## config.mk

```make
export PLATFORM = sky130hd
export DESIGN_NAME = game_status_scanner
export DESIGN_NICKNAME = d
export VERILOG_FILES = /design/src/rtl/game2048_pkg.sv /design/src/rtl/game_cell_eval.sv /design/src/rtl/game_status_scanner.sv
export SDC_FILE = /design/constraint.sdc
export NUM_CORES = 1
export LEC_CHECK = 0
export BUFFER_PORTS_ARGS = -buffer_cell sky130_fd_sc_hd__buf_2
export CELL_PAD_IN_SITES_DETAIL_PLACEMENT = 1
export CELL_PAD_IN_SITES_GLOBAL_PLACEMENT = 1
export CORE_ASPECT_RATIO = 1.1
export CORE_UTILIZATION = 40
export DETAILED_ROUTE_END_ITERATION = 6
export GPL_ROUTABILITY_DRIVEN = 0
export PLACE_DENSITY_LB_ADDON = 0.1
export SLEW_MARGIN = 15
export SYNTH_ARGS = -nofsm -noshare
export SYNTH_HDL_FRONTEND = slang
export SYNTH_SLANG_ARGS = --single-unit
export TNS_END_PERCENT = 30
```

## constraint.sdc

```tcl
create_clock -name clk -period 14.4 [get_ports clk]
set_clock_uncertainty 0.1 [all_clocks]
set_input_delay 2.88 -clock clk [delete_from_list [all_inputs] [get_ports clk]]
set_output_delay 2.88 -clock clk [all_outputs]
set_load 0.05 [all_outputs]
```

## src/rtl/game2048_pkg.sv

```systemverilog
// Shared constants and types for the 2048 board status logic.
package game2048_pkg;

  localparam int BOARD_N_DEF = 4;
  localparam int TILE_W_DEF  = 12;
  localparam int WIN_EXP_DEF = 11;

  typedef logic [TILE_W_DEF-1:0] tile_t;

  typedef enum logic {
    IDLE = 1'b0,
    SCAN = 1'b1
  } scan_state_e;

endpackage

```

## src/rtl/game_cell_eval.sv

```systemverilog
// Combinational evaluation of one board cell against its right and down neighbours.
module game_cell_eval
  import game2048_pkg::*;
#(
  parameter int TILE_W  = TILE_W_DEF,
  parameter int WIN_EXP = WIN_EXP_DEF
) (
  input  logic [TILE_W-1:0] tile,
  input  logic [TILE_W-1:0] right,
  input  logic [TILE_W-1:0] down,
  input  logic              has_right,
  input  logic              has_down,
  output logic              is_win,
  output logic              is_empty,
  output logic              has_move
);

  localparam logic [TILE_W-1:0] WIN_TH = TILE_W'(1) << WIN_EXP;

  logic merge_right;
  logic merge_down;

  assign is_win      = (tile >= WIN_TH);
  assign is_empty    = (tile == '0);
  // Two empty neighbours are not a merge; an empty cell already counts as a move.
  assign merge_right = has_right && !is_empty && (tile == right);
  assign merge_down  = has_down  && !is_empty && (tile == down);
  assign has_move    = is_empty || merge_right || merge_down;

endmodule

```

## src/rtl/game_status_scanner.sv

```systemverilog
// Sequential win/lose/empty-count scanner, one cell per cycle over a board snapshot.
// Optional macro GAME_STATUS_EARLY_EXIT_EN ends the scan at the first winning cell.
module game_status_scanner
  import game2048_pkg::*;
#(
  parameter int BOARD_N = BOARD_N_DEF,
  parameter int TILE_W  = TILE_W_DEF,
  parameter int WIN_EXP = WIN_EXP_DEF,
  localparam int CELLS  = BOARD_N * BOARD_N,
  localparam int CNT_W  = $clog2(CELLS + 1)
) (
  input  logic              clk,
  input  logic              rst_n,
  input  logic              start,
  input  logic [TILE_W-1:0] board_in [BOARD_N][BOARD_N],
  output logic              busy,
  output logic              done,
  output logic              win,
  output logic              lose,
  output logic [CNT_W-1:0]  empty_count
);

  localparam int IDX_W = $clog2(CELLS);
  localparam logic [IDX_W-1:0] N_IDX    = IDX_W'(BOARD_N);
  localparam logic [IDX_W-1:0] LAST_IDX = IDX_W'(CELLS - 1);

  // Handshake: start is taken on any rising edge where busy = 0; results are
  // valid from the done pulse and held until the next accepted start.

  scan_state_e       state;
  logic [IDX_W-1:0]  index;
  logic              win_acc;
  logic              move_acc;
  logic [CNT_W-1:0]  empty_acc;
  logic [TILE_W-1:0] snap [CELLS];

  logic [IDX_W-1:0]  row;
  logic [IDX_W-1:0]  col;
  logic              has_right;
  logic              has_down;
  logic [IDX_W-1:0]  right_idx;
  logic [IDX_W-1:0]  down_idx;
  logic              cell_win;
  logic              cell_empty;
  logic              cell_move;
  logic              win_nxt;
  logic              move_nxt;
  logic [CNT_W-1:0]  empty_nxt;
  logic              last_cell;
  logic              accept;

  assign accept = (state == IDLE) && start;

  always_ff @(posedge clk) begin
    if (accept) begin
      for (int r = 0; r < BOARD_N; r++) begin
        for (int c = 0; c < BOARD_N; c++) begin
          snap[r*BOARD_N + c] <= board_in[r][c];
        end
      end
    end
  end

  assign row       = index / N_IDX;
  assign col       = index % N_IDX;
  assign has_right = (col != N_IDX - IDX_W'(1));
  assign has_down  = (row != N_IDX - IDX_W'(1));
  // Edge cells point the neighbour mux back at themselves; the flags mask them out.
  assign right_idx = has_right ? index + IDX_W'(1) : index;
  assign down_idx  = has_down  ? index + N_IDX     : index;

  game_cell_eval #(
    .TILE_W  (TILE_W),
    .WIN_EXP (WIN_EXP)
  ) u_cell (
    .tile      (snap[index]),
    .right     (snap[right_idx]),
    .down      (snap[down_idx]),
    .has_right (has_right),
    .has_down  (has_down),
    .is_win    (cell_win),
    .is_empty  (cell_empty),
    .has_move  (cell_move)
  );

  assign win_nxt   = win_acc  | cell_win;
  assign move_nxt  = move_acc | cell_move;
  assign empty_nxt = empty_acc + CNT_W'(cell_empty);

`ifdef GAME_STATUS_EARLY_EXIT_EN
  assign last_cell = (index == LAST_IDX) || cell_win;
`else
  assign last_cell = (index == LAST_IDX);
`endif

  always_ff @(posedge clk or negedge rst_n) begin
    if (!rst_n) begin
      state       <= IDLE;
      index       <= '0;
      busy        <= 1'b0;
      done        <= 1'b0;
      win         <= 1'b0;
      lose        <= 1'b0;
      empty_count <= '0;
      win_acc     <= 1'b0;
      move_acc    <= 1'b0;
      empty_acc   <= '0;
    end else begin
      done <= 1'b0;
      case (state)
        IDLE: begin
          if (start) begin
            state       <= SCAN;
            busy        <= 1'b1;
            index       <= '0;
            win         <= 1'b0;
            lose        <= 1'b0;
            empty_count <= '0;
            win_acc     <= 1'b0;
            move_acc    <= 1'b0;
            empty_acc   <= '0;
          end
        end
        SCAN: begin
          win_acc   <= win_nxt;
          move_acc  <= move_nxt;
          empty_acc <= empty_nxt;
          if (last_cell) begin
            state       <= IDLE;
            busy        <= 1'b0;
            done        <= 1'b1;
            index       <= '0;
            win         <= win_nxt;
            lose        <= !win_nxt && !move_nxt;
            empty_count <= empty_nxt;
          end else begin
            index <= index + IDX_W'(1);
          end
        end
        default: begin
          state <= IDLE;
          busy  <= 1'b0;
        end
      endcase
    end
  end

endmodule

```

==> flow_summary.ini, run 1 <==
[timing]
final.setup.tns_ns = 0
timing.hold.ws_ns = 0.383
fmax_mhz = 196
hold_violations = 0
relSlewSlack_pct = 31.8
min_period_ns = 5.10
rsz0062_at_grt = false
fin_crit_sh_pct = 35.4
drv_slew = 0
tightest_slew_ns = 1.02
finalSetupViolations = 0

[power_and_ir_drop]
power_frac_seq_pct = 30.0
power_frac_clock_pct = 22.8
power.total_mw = 2.78
vdd_ir_drop_max_mv = 0.105
sw_frac_of_total_pct = 37.3
powerDensity_nw_per_um2 = 211
intPower_mw = 1.74
p_switching_mw = 1.04
cellLeakagePower_nw = 4.82
combPwrFrac_pct = 47.2

[cts]
root_buffer = clkbuf_16
path_clk_slew_ns = 0.06
clk-insertion-delay-late_ns = 0.52
cts_tree = yes
numCtsBuffers = 24
clockBufferDepth = 3
cts_hold_buf = 0
postCtsSetupBuffers = 0
ctsHtreeMaxLevel = 1
clock_sinks = 213
cts_resized = 0

[logic_synthesis]
synth-seq-cells = 213
synth_seq_area_share_pct = 57.0
synth_ff_type = edfxtp_1
ys_types = 52
synth_edf_count = 192
synth.avg_cell_area_um2 = 16.8
synth_area_um2 = 11000
yosysWarnings = 0
async_flop_share_pct = 9.86
syn_inst = 656
synth_nets = 858

[finish]
stdcell_area_um2 = 13200
synthToLayoutAreaGrowth_pct = 19.5
final_nets = 1051
final_layout_size_suffix_gt1_share_pct = 42.5
n_antenna_cell = 0
layout_commonest_cell = buf_2
final_cell_mix = 203 x buf_2, 192 x edfxtp_1, 89 x mux4_2

[setup_path]
critPathLaunchType = primary input
cp_data_arrival_time_ns = 5.14
path_class = in2reg
cp_max_fo = 113
cp.required_ns = 14.44
endpoint_kind = flip-flop

[grt]
track_usage_pct = 20.8
grt_pass1_wl_mm = 44.4
grt_max_degree = 114
grt_pass1_vias = 7729
gr-total-overflow = 0
antenna_found_initial = 0

[detailed_routing]
dr.pass1.iters = 4
ant_nets = 0
routed_wl_mm = 28.9
vias = 6894
drc = 0
vias_per_cell = 5.64
post_drt_wl_per_cell_um = 23.6
drt_iter0_markers = 541

[floorplanning]
num_rows = 63
die_width_um = 160
io_pins = 204
die-area_um2 = 28300
coreArea_um2 = 27000
die_h_um = 176
start_util_pct = 40.8

[worst_hold_path]
worstHoldPathType = reg2reg

[placement]
io_buffer_count = 203
hpwl_mm = 20.4
placed_cell_area_um2 = 12400

[flow_run]
cap_violations = 0

[status]
status = finished, final reports clean
==> worst max-delay path, cell delays in order <==
cell	delay, ns
buf_2	0.19
nand2_1	0.24
inv_6	0.73
buf_4	0.87
==> worst paths after layout <==
check / startpoint / to / slack (ns) / depth (start not counted)
setup / recovery: start / snap[12][1] / 9.30 / 4
hold / removal: busy / busy / 0.38 / 2
setup reg to reg: index[1] / empty_count[4] / 9.56 / 14
hold reg to reg: busy / busy / 0.38 / 2
max in group asynchronous: rst_n / index[1] / 11.60 / 1
min in group asynchronous: rst_n / empty_count[3] / 2.22 / 1
==> registers in the layout, indices dropped and copies added (netlist names) <==
register     count
busy             1
done             1
empty_acc        5
empty_count      5
index            4
lose             1
move_acc         1
snap           192
state            1
win              1
win_acc          1
==> per-layer routing <==
layer / vias to the layer above / wire, µm / track usage [%]
met2: 233 / 14500 / 35.3
met3: 46 / 1680 / 3.92
met1: 3526 / 12000 / 27.2
li1: 3089 / - / -
met5: - / 0 / 0
met4: 0 / 631 / 5.99
==> metrics by stage <==
| step | instances | worst slack [ns] | util, % |
|---|---|---|---|
| floorplan | 656 | 6.76 | - |
| global placement | 1179 | 8.97 | 45.6 |
| detailed placement | 1180 | 8.77 | 45.7 |
| CTS | 1223 | 9.31 | 48.8 |
| global route | 1223 | 9.12 | 48.8 |
| finish | 1223 | 9.30 | 48.8 |
==> kinds of logic (layout without fill, tap and decap cells) <==
| logic type | count (synthesis) | count (layout) | share of synthesized area (%) |
|---|---|---|---|
| fa+ha+maj | 7 | 7 | 0.794 |
| simple gates | 106 | 106 | 4.88 |
| flops | 213 | 213 | 57.0 |
| compound gates | 75 | 75 | 4.49 |
| buf+inv | 53 | 263 | 2.72 |
| xor+xnor | 38 | 38 | 3.02 |
| mux | 164 | 164 | 27.1 |
==> power by group through the flow <==
stage | clock (mW) | combinational, mW | sequential, mW
2_1_floorplan | 0 | 1.00 | 0.831
3_3_place_gp | 0 | 1.29 | 0.844
3_5_place_dp | 0 | 1.33 | 0.850
4_1_cts | 0.649 | 1.33 | 0.838
5_1_grt | 0.671 | 1.42 | 0.848
6_report | 0.633 | 1.31 | 0.836
==> area by class of cell <==
class                      count  area [µm²]
clock buffer                  28         637
clock inverter                15         185
fill                        2662       13900
inverter                       8        35.0
multi-input combinational    390        4480
sequential                   213        6300
tap                          357         447
timing repair buffer         212        1100
==> synth_stat cells, types with 13 or more instances <==
library cell  count  area [µm²]
a211oi_1         14         105
a21oi_1          15        75.1
buf_2            21         105
dfrtp_1          21         526
edfxtp_1        192        5770
mux2_2           17         191
mux2i_1          45         450
mux4_1           13         342
mux4_2           89        2000
nand2_1          41         154
nor2_1           15        56.3
nor2b_1          16         100
o21ai_0          16        80.1
xnor2_1          19         166
xor2_1           19         166
Power figures use the tool's default switching activity.
==> inputs of run 2 (changes only) <==
- clock period: 14.4 -> 4.3 ns (I/O delays scaled with it)
==> run 2 against run 1 <==
Compared with the run above:
- non-clock buffer count rose by 19
- utilization rose by 0.60 points
- register-to-register slack got worse by 9.2 ns
- critical path type is now reg2reg
- largest cell class unchanged
- largest power group unchanged
==> flow_summary.ini, run 2 (synthesis results as in run 1) <==
[status]
status = finished, final reports clean

[timing]
min_period_ns = 3.90
rsz0062_at_grt = false
fin_crit_sh_pct = 90.6
tightest_slew_ns = 0.997
finalSetupViolations = 0
drv_slew = 0
relSlewSlack_pct = 33.5
fmax_mhz = 257
hold_violations = 0

[power_and_ir_drop]
cellLeakagePower_nw = 4.91
power.total_mw = 9.41
powerDensity_nw_per_um2 = 705
vdd_ir_drop_max_mv = 0.434

[floorplanning]
start_util_pct = 40.8
die_width_um = 160
coreArea_um2 = 27000
die-area_um2 = 28300
io_pins = 204
num_rows = 63
die_h_um = 176

[grt]
grt_pass1_wl_mm = 45.0
gr-total-overflow = 0
antenna_found_initial = 2
grt_max_degree = 97
track_usage_pct = 20.9
grt_pass1_vias = 7760

[detailed_routing]
ant_nets = 0
routed_wl_mm = 29.3
post_drt_wl_per_cell_um = 23.5
dr.pass1.iters = 4
vias_per_cell = 5.60
drc = 0
drt_iter0_markers = 461
vias = 6973

[cts]
path_clk_slew_ns = 0.07
clockBufferDepth = 3
cts_tree = yes
clock_sinks = 213
numCtsBuffers = 24
root_buffer = clkbuf_16
ctsHtreeMaxLevel = 1
clk-insertion-delay-late_ns = 0.52
cts_hold_buf = 0

[finish]
synthToLayoutAreaGrowth_pct = 20.9
n_fill_cell = 2652
layout_commonest_cell = buf_2
final_nets = 1070
stdcell_area_um2 = 13300
top_register = snap
final_cell_mix = 203 x buf_2, 192 x edfxtp_1, 89 x mux4_2
largest_reg_flops = 192
reg.largest.list = snap (192), empty_acc (5), empty_count (5)
final_layout_size_suffix_gt1_share_pct = 43.6

[setup_path]
path_cells = buf_4, mux4_1, mux2i_1, a21oi_1, or4_1, nor3_4, ha_1, ha_1, nand3_1, xor2_1, o21ai_0, nand2_1, o21ai_0
crit_cells = 13
crit_family = simple AND/OR/NAND/NOR gates
cp_data_arrival_time_ns = 4.20
max_stage_delay_ns = 0.67
critPathLaunchType = flip-flop
endpoint_kind = flip-flop
cp.required_ns = 4.60
critPathSlowestCell = mux4_1
path_class = reg2reg
r2r_cells = 13
crit_buf_inv = 1
cp_max_fo = 24

[placement]
hpwl_mm = 21.1
io_buffer_count = 203
placed_cell_area_um2 = 12500

[flow_run]
cap_violations = 0

[worst_hold_path]
worstHoldPathType = in2async
-- run 2: cell count changes in the layout (fill, tap and decap cells not counted), moves of 2 or more --
cell      previous run  this run
diode_2              0         2
buf_12               0         3
buf_4                8        24
clkinv_1             4         7
-- run 2: stage by stage --
step                util (%)  instances  hold WS (ns)  setup slack, ns  TNS [ns]
floorplan                  -        656         0.369           -0.122    -23.42
global placement        46.3       1198         0.362            0.335         0
detailed placement      46.3       1198         0.364            0.287         0
CTS                     49.2       1242         0.209            0.257         0
global route            49.3       1243         0.244           0.0894         0
finish                  49.3       1245         0.211            0.403         0
-- run 2: cell type report --
type | count | area (µm²) | share of cell area [%]
flip-flops and latches | 213 | 6300 | 47.2
multi-input cells | 390 | 4490 | 33.7
repair buffers | 231 | 1270 | 9.50
clock buffers | 28 | 637 | 4.77
well taps | 357 | 447 | 3.35
clock inverters | 16 | 160 | 1.20
inverters | 8 | 33.8 | 0.253
diodes | 2 | 5.00 | 0.0375
-- run 2: path summary, 6_finish.rpt --
path | from | to | slack [ns]
hold / removal | rst_n | win_acc | 0.21
min in group clk | busy | busy | 0.38
setup / recovery | index[0] | empty_count[4] | 0.40
hold reg to reg | busy | busy | 0.38
setup reg to reg | index[0] | empty_count[4] | 0.40
max in group asynchronous | rst_n | index[1] | 3.48
-- run 2: report_power, final --
| group | leakage [nW] | internal, mW | switching (mW) |
|---|---|---|---|
| sequential | 1.99 | 2.52 | 0.305 |
| clock | 0.386 | 1.24 | 0.840 |
| combinational | 2.54 | 2.14 | 2.36 |
-- run 2: repair_timing --
| item | CTS | global route |
|---|---|---|
| setup endpoints to repair | 0 | 1 |
| setup buffers | 0 | 1 |
| endpoints found under the hold margin | 0 | 0 |
| gates resized for setup | 0 | 1 |
-- run 2: worst register-to-register path: stages, from the launching register on --
cell and delay (ns):
dfrtp_4 0.61, buf_4 0.38, mux4_1 0.68, mux2i_1 0.17, a21oi_1 0.12, or4_1 0.59
nor3_4 0.18, ha_1 0.21, ha_1 0.18, nand3_1 0.10, xor2_1 0.18, o21ai_0 0.10
nand2_1 0.09, o21ai_0 0.08
-- run 2: routing by layer --
metal	part of all wire (%)	GRT usage, %
met1	44	27.9
met2	49	34.8
met3	6.0	4.56
met4	1.7	4.92
met5	0	0
